### src/rtl/systemizer_loader.sv
// Host-side loader for the systemizer core: streams a matrix in, pulses start,
// waits for done and streams the systemized matrix back out on success.
module systemizer_loader #(
    parameter int L       = 8,
    parameter int K       = 16,
    parameter int M       = 3,
    parameter int BLOCK   = 4,
    parameter int TIMEOUT = 4096,
    localparam int EW     = (M > 1) ? $clog2(M) : 1,
    localparam int WW     = BLOCK * EW,
    localparam int DEPTH  = L * K / BLOCK,
    localparam int AW     = (DEPTH > 1) ? $clog2(DEPTH) : 1
) (
    input  logic          clk,
    input  logic          rst,
    input  logic          in_valid,
    output logic          in_ready,
    input  logic [WW-1:0] in_data,
    output logic          out_valid,
    input  logic          out_ready,
    output logic [WW-1:0] out_data,
    output logic          out_last,
    output logic          busy,
    output logic          res_valid,
    output logic          res_success,
    output logic          res_fail,
    output logic          res_timeout,
    output logic          bad_elem,
    output logic          sys_wr_en,
    output logic [AW-1:0] sys_wr_addr,
    output logic [WW-1:0] sys_data_in,
    output logic          sys_start,
    input  logic          sys_done,
    input  logic          sys_fail,
    input  logic          sys_success,
    output logic          sys_rd_en,
    output logic [AW-1:0] sys_rd_addr,
    input  logic [WW-1:0] sys_data_out
);
    localparam int TW = $clog2(TIMEOUT + 2);
    localparam logic [AW-1:0] LAST = AW'(DEPTH - 1);

    typedef enum logic [2:0] {S_IDLE, S_LOAD, S_START, S_WAIT, S_READ, S_CAPT, S_HOLD} state_t;
    state_t state, state_nx;

    logic [AW-1:0]    wcount, rcount;
    logic [TW-1:0]    wait_cnt;
    logic [BLOCK-1:0] elem_bad;
    logic             word_bad, timed_out, done_ok;

    // Widen by one bit so M that is a power of two still compares correctly.
    for (genvar j = 0; j < BLOCK; j++) begin : gen_elem
        assign elem_bad[j] = {1'b0, in_data[j*EW +: EW]} >= (EW+1)'(M);
    end
    assign word_bad  = |elem_bad;
    assign timed_out = (TIMEOUT != 0) && (wait_cnt == TW'(TIMEOUT - 1));
    // Contradictory success+fail from the core is treated as a failure.
    assign done_ok   = sys_success && !sys_fail;

    assign busy      = (state != S_IDLE);
    assign out_valid = (state == S_HOLD);
    assign out_last  = out_valid && (rcount == LAST);

    always_comb begin
        state_nx    = state;
        in_ready    = 1'b0;
        sys_wr_en   = 1'b0;
        sys_wr_addr = '0;
        sys_data_in = '0;
        sys_start   = 1'b0;
        sys_rd_en   = 1'b0;
        sys_rd_addr = '0;
        case (state)
            S_IDLE: begin
                in_ready = 1'b1;
                if (in_valid) begin
                    sys_wr_en   = 1'b1;
                    sys_data_in = in_data;
                    state_nx    = (LAST == '0) ? S_START : S_LOAD;
                end
            end
            S_LOAD: begin
                in_ready = 1'b1;
                if (in_valid) begin
                    sys_wr_en   = 1'b1;
                    sys_wr_addr = wcount;
                    sys_data_in = in_data;
                    if (wcount == LAST) state_nx = S_START;
                end
            end
            S_START: begin
                sys_start = 1'b1;
                state_nx  = S_WAIT;
            end
            S_WAIT: begin
                if (sys_done)       state_nx = done_ok ? S_READ : S_IDLE;
                else if (timed_out) state_nx = S_IDLE;
            end
            S_READ: begin
                sys_rd_en   = 1'b1;
                sys_rd_addr = rcount;
                state_nx    = S_CAPT;
            end
            S_CAPT: state_nx = S_HOLD;
            S_HOLD: if (out_ready) state_nx = (rcount == LAST) ? S_IDLE : S_READ;
            default: state_nx = S_IDLE;
        endcase
    end

    always_ff @(posedge clk or posedge rst) begin
        if (rst) begin
            state       <= S_IDLE;
            wcount      <= '0;
            rcount      <= '0;
            wait_cnt    <= '0;
            out_data    <= '0;
            res_valid   <= 1'b0;
            res_success <= 1'b0;
            res_fail    <= 1'b0;
            res_timeout <= 1'b0;
            bad_elem    <= 1'b0;
        end else begin
            state     <= state_nx;
            res_valid <= 1'b0;
            case (state)
                S_IDLE: if (in_valid) begin
                    wcount      <= (LAST == '0) ? '0 : AW'(1);
                    res_success <= 1'b0;
                    res_fail    <= 1'b0;
                    res_timeout <= 1'b0;
                    bad_elem    <= word_bad;
                end
                S_LOAD: if (in_valid) begin
                    if (wcount != LAST) wcount <= wcount + AW'(1);
                    bad_elem <= bad_elem | word_bad;
                end
                S_START: wait_cnt <= '0;
                S_WAIT: begin
                    wait_cnt <= wait_cnt + TW'(1);
                    if (sys_done) begin
                        if (done_ok) begin
                            res_success <= 1'b1;
                            rcount      <= '0;
                        end else begin
                            res_fail  <= 1'b1;
                            res_valid <= 1'b1;
                        end
                    end else if (timed_out) begin
                        res_timeout <= 1'b1;
                        res_valid   <= 1'b1;
                    end
                end
                S_CAPT: out_data <= sys_data_out;
                S_HOLD: if (out_ready) begin
                    if (rcount == LAST) res_valid <= 1'b1;
                    else                rcount    <= rcount + AW'(1);
                end
                default: ;
            endcase
        end
    end
endmodule

### config.mk
export PLATFORM = sky130hd
export DESIGN_NAME = systemizer_loader
export DESIGN_NICKNAME = d
export VERILOG_FILES = /design/src/rtl/systemizer_loader.sv
export SDC_FILE = /design/constraint.sdc
export NUM_CORES = 1
export LEC_CHECK = 0
export BUFFER_PORTS_ARGS = -buffer_cell sky130_fd_sc_hd__buf_4
export CORE_UTILIZATION = 56
export CTS_CLUSTER_DIAMETER = 60
export CTS_CLUSTER_SIZE = 30
export DETAILED_ROUTE_END_ITERATION = 8
export GPL_ROUTABILITY_DRIVEN = 0
export PLACE_DENSITY = 0.85
export SYNTH_ARGS = -nofsm -noshare
export SYNTH_HDL_FRONTEND = slang
export SYNTH_SLANG_ARGS = --single-unit
### constraint.sdc
create_clock -name clk -period 4.3 [get_ports clk]
set_input_delay 0.215 -clock clk [delete_from_list [all_inputs] [get_ports clk]]
set_output_delay 0.215 -clock clk [all_outputs]
set_load 0.1 [all_outputs]
# Yosys cells after proc, flatten, opt, wreduce, memory -nomap -nowiden
# Cells that the tools add are included.
# classes
eq_ne	22
addsub	3
bitwise_logic	1
n_lt_le_gt_ge	4
n_reduce_logical	18
muxes	48
# ops
cell	n
5-bit two-way mux	10
13-bit case mux with 2 select lines	1
3-bit two-way mux	8
3-bit case mux with 7 select lines	1
2-bit != test (second input constant)	10
5-bit case mux with 2 select lines	2
1-bit two-way mux	19
8-bit two-way mux	2
4-bit AND reduction	4
13-bit by 1-bit adder with 13-bit output (second input constant)	1
13-bit by 12-bit equality test with 1-bit output (second input constant)	1
5-bit by 1-bit adder with 5-bit output (second input constant)	2
5-bit equality test (second input constant)	2
1-bit case mux with 2 select lines	5
5-bit AND reduction	2
3-bit equality test (second input constant)	3
2-bit >= comparator (second input constant)	4
2-bit nonzero test	4
3-bit by 2-bit equality test with 1-bit output (second input constant)	2
5-bit != test (second input constant)	1
4-bit OR reduction	1
3-bit by 1-bit equality test with 1-bit output (second input constant)	1
3-bit zero test	1
3-bit != test (second input constant)	1
7 further kinds	8
# word_totals
in_bits	23
word_cells	106
ff_bits	39
output_inout_bits	38

# Logic depth before layout (Yosys ltp)
# Gate-level depths: netlist of run 1.
# depth
word_depth	5
depth_mapped	7
depth_no_buf	7

# Least setup slack after synthesis of run 1
# No wires, ideal clock.
# synth_timing
kind	register to output
start	register state[1]
end	output sys_wr_addr[0]
path_stages_with_launch	5
n_path_buf	1
path_slack_ps	1429
t_required_ps	4085
arrival_ps	2656
path_cell_list	dfrtp_1 or3b_2 clkbuf_1 inv_1 and3_1
# synth_between
elab_chain_len	2
# synth_lines
item	line	rtl
start, declared	44	state_t state, state_nx;
start signal, assigned	123	state <= state_nx;
3-bit by 1-bit equality test with 1-bit output	73	case (state)
5-bit two-way mux	73	
end, declared	30	output logic [AW-1:0] sys_wr_addr,
# Every way passes these cells.

# Worst setup path after layout of run 1
# layout_timing
start	register state[0]
end	output sys_rd_addr[4]
# layout_between
elab_chain_len	2
# layout_lines
item	line	rtl
3-bit equality test	73	
5-bit two-way mux	73	
end, declared	37	output logic [AW-1:0] sys_rd_addr,
# Every way passes these cells.

==> results of run 1 <==
==> routing by layer <==
| layer | wire length (microns) | vias to the layer above | part of all wire, % |
|---|---|---|---|
| met3 | 223 | 7 | 4.6 |
| met2 | 2390 | 55 | 49 |
| met4 | 57 | 0 | 1.2 |
| li1 | - | 949 | - |
| met5 | 0 | - | 0 |
| met1 | 2170 | 916 | 45 |
==> worst register-to-register path, stage by stage, from the launching register on <==
cell and delay, ps:
dfrtp_1 420, ha_1 240, and3_1 190, ha_1 240, o22ai_1 220, nand2_1 190, mux2_2 310
==> cell families (layout without fill, tap and decap cells) <==
| family | Yosys count | after routing | synth area share, % |
|---|---|---|---|
| AO/OA/AOI/OAI | 43 | 43 | 12.5 |
| XOR/XNOR | 6 | 6 | 2.43 |
| adder cells (fa/ha/maj) | 5 | 5 | 2.89 |
| buffers and inverters | 23 | 80 | 4.05 |
| flip-flops | 39 | 39 | 45.1 |
| multiplexers | 14 | 14 | 7.00 |
| AND/OR/NAND/NOR | 105 | 105 | 26.0 |
==> report_power, final <==
group | total [uW] | internal, uW | switching [uW]
combinational | 1290 | 319 | 974
clock | 236 | 114 | 122
sequential | 635 | 483 | 152
==> cell type report <==
cell class                 instances  area share, %
sequential                        39           35.9
tap                               48           2.21
clock buffer                       7           2.81
inverter                          11           1.52
clock inverter                     1          0.184
timing repair buffer              61           16.9
multi-input combinational        173           40.5
==> final timing paths <==
| path | to | from | slack, ps | depth (start not counted) |
|---|---|---|---|---|
| min reg2reg | out_data[6] | out_data[6] | 510 | 1 |
| min | wait_cnt[10] | rst | 40 | 3 |
| max in group asynchronous | rcount[4] | rst | 3920 | 3 |
| max | sys_rd_addr[4] | state[0] | 1920 | 4 |
| max reg2reg | rcount[0] | rcount[0] | 2390 | 6 |
| min in group clk | out_data[7] | sys_data_out[7] | 160 | 2 |
==> cells in the final DEF (no fill, tap or decap), types with 2 or more instances in the layout <==
master	netlist	layout
and3_1	18	18
inv_1	11	11
nor4_1	6	6
clkbuf_1	11	2
clkbuf_8	0	5
nor3_1	5	5
nor2_1	19	19
ha_1	5	5
a31oi_1	3	3
mux2_2	9	9
xnor2_1	5	5
nand2_1	21	21
nand2b_1	6	6
nor2b_1	4	4
nand3_1	9	9
and2_1	8	8
buf_4	0	61
dfrtp_1	39	39
o21ai_0	14	14
mux2i_1	5	5
nand4_1	2	2
a21oi_1	12	12
or3_1	2	2
a22o_1	2	2
a22oi_1	2	2
==> metrics by stage <==
| step | instances | hold WS (ps) |
|---|---|---|
| after floorplan | 235 | 366 |
| after global routing | 340 | 90.4 |
| after global placement | 332 | 368 |
| after detailed placement | 332 | 369 |
| after CTS | 340 | 55.8 |
| final | 340 | 42.9 |
==> registers in the layout, indices dropped and copies added, names as in the netlist <==
register	count
res_success	1
rcount	5
bad_elem	1
res_fail	1
out_data	8
res_valid	1
wcount	5
state	3
wait_cnt	13
res_timeout	1
==> qor.yml, run 1 <==
worst_setup_path:
  crit_type: "register to output port"
  crit_chain: "inv_1 > and3_1 > and2_1 > buf_4"
  slowest_stage: "dfrtp_1"
  cp_num_buf_inv: 2
  crit_path_end_kind: "output port"
  critPathMaxStageDelay_ps: 800
  critPathMaxFanout: 25
  start_kind: "register"
  path_delay_family: "flip-flops"
  cp.required_ps: 4090
  arrival_ps: 2160
sta:
  tightest_slew_ps: 707
  layout_setup_ws_ps: 1920
  timing.fmax_ghz: 0.420
  tns_ps: 0
  finalCritPeriodShare_pct: 55.3
  max-slew-margin-rel_pct: 52.9
  finalMaxSlewViolations: 0
  finalHoldViolations: 0
  rsz0062_at_grt: "no"
  fin_skew_ps: 6.06
  fin_crit_ps: 2380
  finalSetupViolations: 0
logic_synthesis:
  syn_area_per_cell_sq_um: 9.21
  synth-edff-count: 0
  synth.ff_latch_count: 39
  synth_top_area_cell: "dfrtp_1"
  ys_seq_area_share_pct: 45.1
  synth_async_sr_flop_share_pct: 100
  synth-main-ff-cell: "dfrtp_1"
  ys_top_cells_by_count: "dfrtp_1 (39), nand2_1 (21), nor2_1 (19)"
  synth_top_area_share_pct: 45.1
  synth.area.top_cells: "dfrtp_1 (45%), and3_1 (5.2%), mux2_2 (4.7%)"
  synth_most_common_cell: "dfrtp_1"
  yosys.cell_types.count: 40
  synth_area_sq_mm: 0.00216
  synth_cells: 235
  syn-num-nets: 263
  synth_warnings: 0
drt:
  wl_mm: 4.84
  vias: 1927
  drtPass1Iterations: 4
  drt_iter0_drc: 126
  post-route-drc-count: 0
  antenna_left: 0
  routedWlPerCell_microns: 14.2
  viasPerCell: 5.67
grt:
  grt.busiest_layer: "met2"
  grt_max_degree: 40
  grtUsageTotal_pct: 25.4
  globalRouteMet3Util_pct: 5.54
  grtUsageMet2_pct: 42.7
  grt_pass1_wl_mm: 8.06
  antenna_found_initial: 0
  overflow: 0
  use_met1_pct: 32.0
  grt_pass1_vias: 1784
cts:
  cts_buffer_depth: 2
  cts_sinks: 39
  clk_latency_ps: 290
  cts_resized: 0
  cts_buffers: 5
  root_buffer: "clkbuf_8"
  cts_max_level: 2
  cts_tree: "yes"
  post_cts_buffers: 0
  path_clk_slew_ps: 70
  cts_hold_buffers: 0
cells_and_area:
  antennaDiodeCount: 0
  final_area_sq_mm: 0.00272
  regArea_sq_um: 976
  drive_above_1_share_pct: 27.4
  area_growth_pct: 25.6
  fillCellCount: 285
  postLayoutCoreUtil_pct: 73.6
  nNetsFinal: 319
  multi_input_area_sq_mm: 0.00110
placed_design:
  place.port_buffers: 60
  hpwl_mm: 3.50
  place_area_sq_mm: 0.00264
  dp_worst_setup_slack_ps: 2240
floorplan:
  ioPinCount: 61
  start_util_pct: 58.6
  rows: 22
  dieWidth_microns: 64.2
  die_area_sq_mm: 0.00412
  coreArea_sq_mm: 0.00369
  fp.dieH_microns: 64.2
power_and_ir_drop:
  peakVddDrop_mv: 0.580
  p_leak_uw: 0.00134
  power_density_mw_per_mm2: 796
  p_total_uw: 2160
run_status:
  status: "finished clean"
worst_hold_path:
  hp-class: "input pin to asynchronous set/reset pin"
job:
  drv_cap: 0
(Power assumes the default switching activity.)
==> inputs of run 2 (changes only) <==
ABC_AREA = 1   (was not set)
CORE_UTILIZATION = 47   (was 56)
PLACE_DENSITY = 0.76   (was 0.85)
clock period = 1.9 ns   (was 4.3 ns; I/O delays follow)
==> qor.yml, run 2 <==
cells_and_area:
  area_growth_pct: 37.9
  final_cells: 414
  nNetsFinal: 389
  postLayoutCoreUtil_pct: 69.6
  largest-register: "wait_cnt"
  drive_above_1_share_pct: 34.8
  antennaDiodeCount: 0
  largest_register_ffs: 13
  mostFrequentLayoutCell: "nand2_1"
  top_regs: "wait_cnt x13, out_data x8"
  final_cell_mix: "nand2_1 (69), buf_4 (63), dfrtp_1 (37)"
  final_area_sq_mm: 0.00311
grt:
  grt_pass1_wl_mm: 8.36
  antenna_found_initial: 0
  grt_max_degree: 40
  grt_pass1_vias: 1890
  overflow: 0
  grtUsageTotal_pct: 20.9
logic_synthesis:
  synth_warnings: 0
  synth_mux_area_share_pct: 3.99
  synth_top_area_share_pct: 43.2
  synth-xor-area-share_pct: 1.55
  synth_async_sr_flop_share_pct: 100
  synth_cells: 291
  synth_top_family_by_area: "simple AND/OR/NAND/NOR gates"
  synth.ff_latch_count: 39
  synth_compound_area_share_pct: 7.10
  ys_top_cells_by_count: "nand2_1 (72), nor2_1 (45), dfrtp_1 (39)"
  synth-edff-count: 0
  synth.area.top_cells: "dfrtp_1 (43%), nand2_1 (12%), nor2_1 (7.5%)"
  syn_area_per_cell_sq_um: 7.76
  synth_area_sq_mm: 0.00226
  syn-num-nets: 319
  synth_top_area_cell: "dfrtp_1"
  synth_most_common_cell: "nand2_1"
  synthAdderAreaFrac_pct: 2.77
  synth-main-ff-cell: "dfrtp_1"
  yosys.area_share.simple_pct: 33.2
  ys_seq_area_share_pct: 43.2
  yosys.cell_types.count: 30
worst_setup_path:
  cp.required_ps: 1800
  arrival_ps: 1720
  start_kind: "register"
  reg2reg_from: "rcount[0]"
  critPathMaxFanout: 7
  r2r-end: "rcount[3]"
  crit_type: "register to output port"
  ff2ff_path_depth: 10
  crit_path_end_kind: "output port"
  rrSetupSlack_ps: 300
sta:
  fin_crit_ps: 1810
  finalMaxSlewViolations: 0
  holdWs_ps: 26.4
  finalHoldViolations: 0
  timing.fmax_ghz: 0.551
  tightest_slew_ps: 489
  fin_skew_ps: 2.96
  finalCritPeriodShare_pct: 95.5
  max-slew-margin-rel_pct: 67.4
  finalSetupViolations: 0
run_status:
  status: "complete, but fails checks"
  violations: "DRC"
worst_hold_path:
  min-delay-start: "sys_data_out[2]"
  whs_path_depth: 2
  hp-class: "input pin to register"
  worstHoldEndpoint: "out_data[2]"
power_and_ir_drop:
  p_switching_uw: 2660
  p_seq_share_pct: 25.0
  swShare_pct: 55.9
  pwr-share-comb_pct: 59.9
  p_leak_uw: 0.00148
  clock_power_share_pct: 15.1
  p_int_uw: 2110
  p_total_uw: 4770
  peakVddDrop_mv: 0.926
  power_density_mw_per_mm2: 1530
cts:
  cts_sinks: 39
  root_buffer: "clkbuf_8"
  cts_tree: "yes"
  cts_max_level: 2
  cts_buffer_depth: 2
  path_clk_slew_ps: 80
  cts_buffers: 5
  clk_latency_ps: 290
drt:
  wl_mm: 4.92
  vias: 2075
  drt_iter0_drc: 65
  antenna_left: 0
  viasPerCell: 5.01
  post-route-drc-count: 8
  drtPass1Iterations: 7
  routedWlPerCell_microns: 11.9
placed_design:
  place.port_buffers: 60
  hpwl_mm: 3.75
  dp_cells: 403
  place_area_sq_mm: 0.00295
floorplan:
  rows: 24
  fp.dieH_microns: 71.3
  coreArea_sq_mm: 0.00447
  dieWidth_microns: 71.3
  start_util_pct: 50.4
  ioPinCount: 61
  die_area_sq_mm: 0.00508
job:
  drv_cap: 0
run 2: cell count changes in the layout (fill, tap and decap cells not counted), moves of 8 or more:
cell and change:
nand2_1 +48, inv_1 +24, nor2_4 +24, and3_1 -17, nand3_1 +10, and2_1 -8
run 2: per-stage QoR:
step | worst slack (ps) | TNS (ps)
floorplan | -258 | -3550
detailed placement | 265 | 0
CTS | 0.445 | 0
global placement | 286 | 0
finish | 85.1 | 0
global route | -8.47 | -8.47
run 2: timing repair:
action                                  4_1_cts  5_1_grt
buffers inserted                              0        2
resized for setup                             1        5
hold buffers                                  1        0
pin swaps                                     0        1
endpoints found under the setup margin        2       13
endpoints found under the hold margin        39        0
run 2: layout make-up:
type,count,area [sq um]
Clock buffer,6,82.6
Clock inverter,2,35.0
Fill cell,363,1360
Inverter,42,175
Multi-Input combinational cell,206,1260
Sequential cell,39,978
Tap cell,52,65.1
Timing Repair Buffer,67,517
run 2: how the worst max path moves through the flow:
stage / startpoint / cells past startpoint / end
detailed placement: rcount[0] / 10 / rcount[3]
global placement: state[0] / 6 / out_last
CTS: state[1] / 6 / sys_wr_addr[0]
floorplan: state[1] / 6 / sys_rd_addr[0]
global route: state[1] / 6 / sys_wr_addr[1]
finish: state[1] / 6 / sys_wr_addr[3]
run 2: layer usage:
layer / up-vias / track usage (%) / part of all wire (%)
met4: 0 / 5.33 / 1.0
met3: 6 / 5.34 / 5.4
met2: 50 / 34.2 / 48
met5: - / 0 / 0
met1: 950 / 27.8 / 45
li1: 1069 / - / -
run 2: power groups by stage:
| stage | clock (uW) | combinational (uW) | sequential, uW |
|---|---|---|---|
| 2_1_floorplan | 0 | 1520 | 1980 |
| 3_3_place_gp | 0 | 2800 | 1200 |
| 3_5_place_dp | 0 | 2810 | 1200 |
| 4_1_cts | 738 | 2820 | 1190 |
| 5_1_grt | 775 | 3000 | 1220 |
| 6_report | 718 | 2860 | 1190 |
run 2: cell families after synthesis:
logic type | count (synthesis)
flops | 39
simple gates | 161
fa+ha+maj | 5
xor+xnor | 4
compound gates | 28
mux | 8
buf+inv | 46
run 2: critical path, cell delays in order (launching register included):
cell and delay [ps]:
dfrtp_2 490, nor2_4 230, nand2_2 140, nor2_4 130, inv_4 80, nor2_4 70, buf_4 280
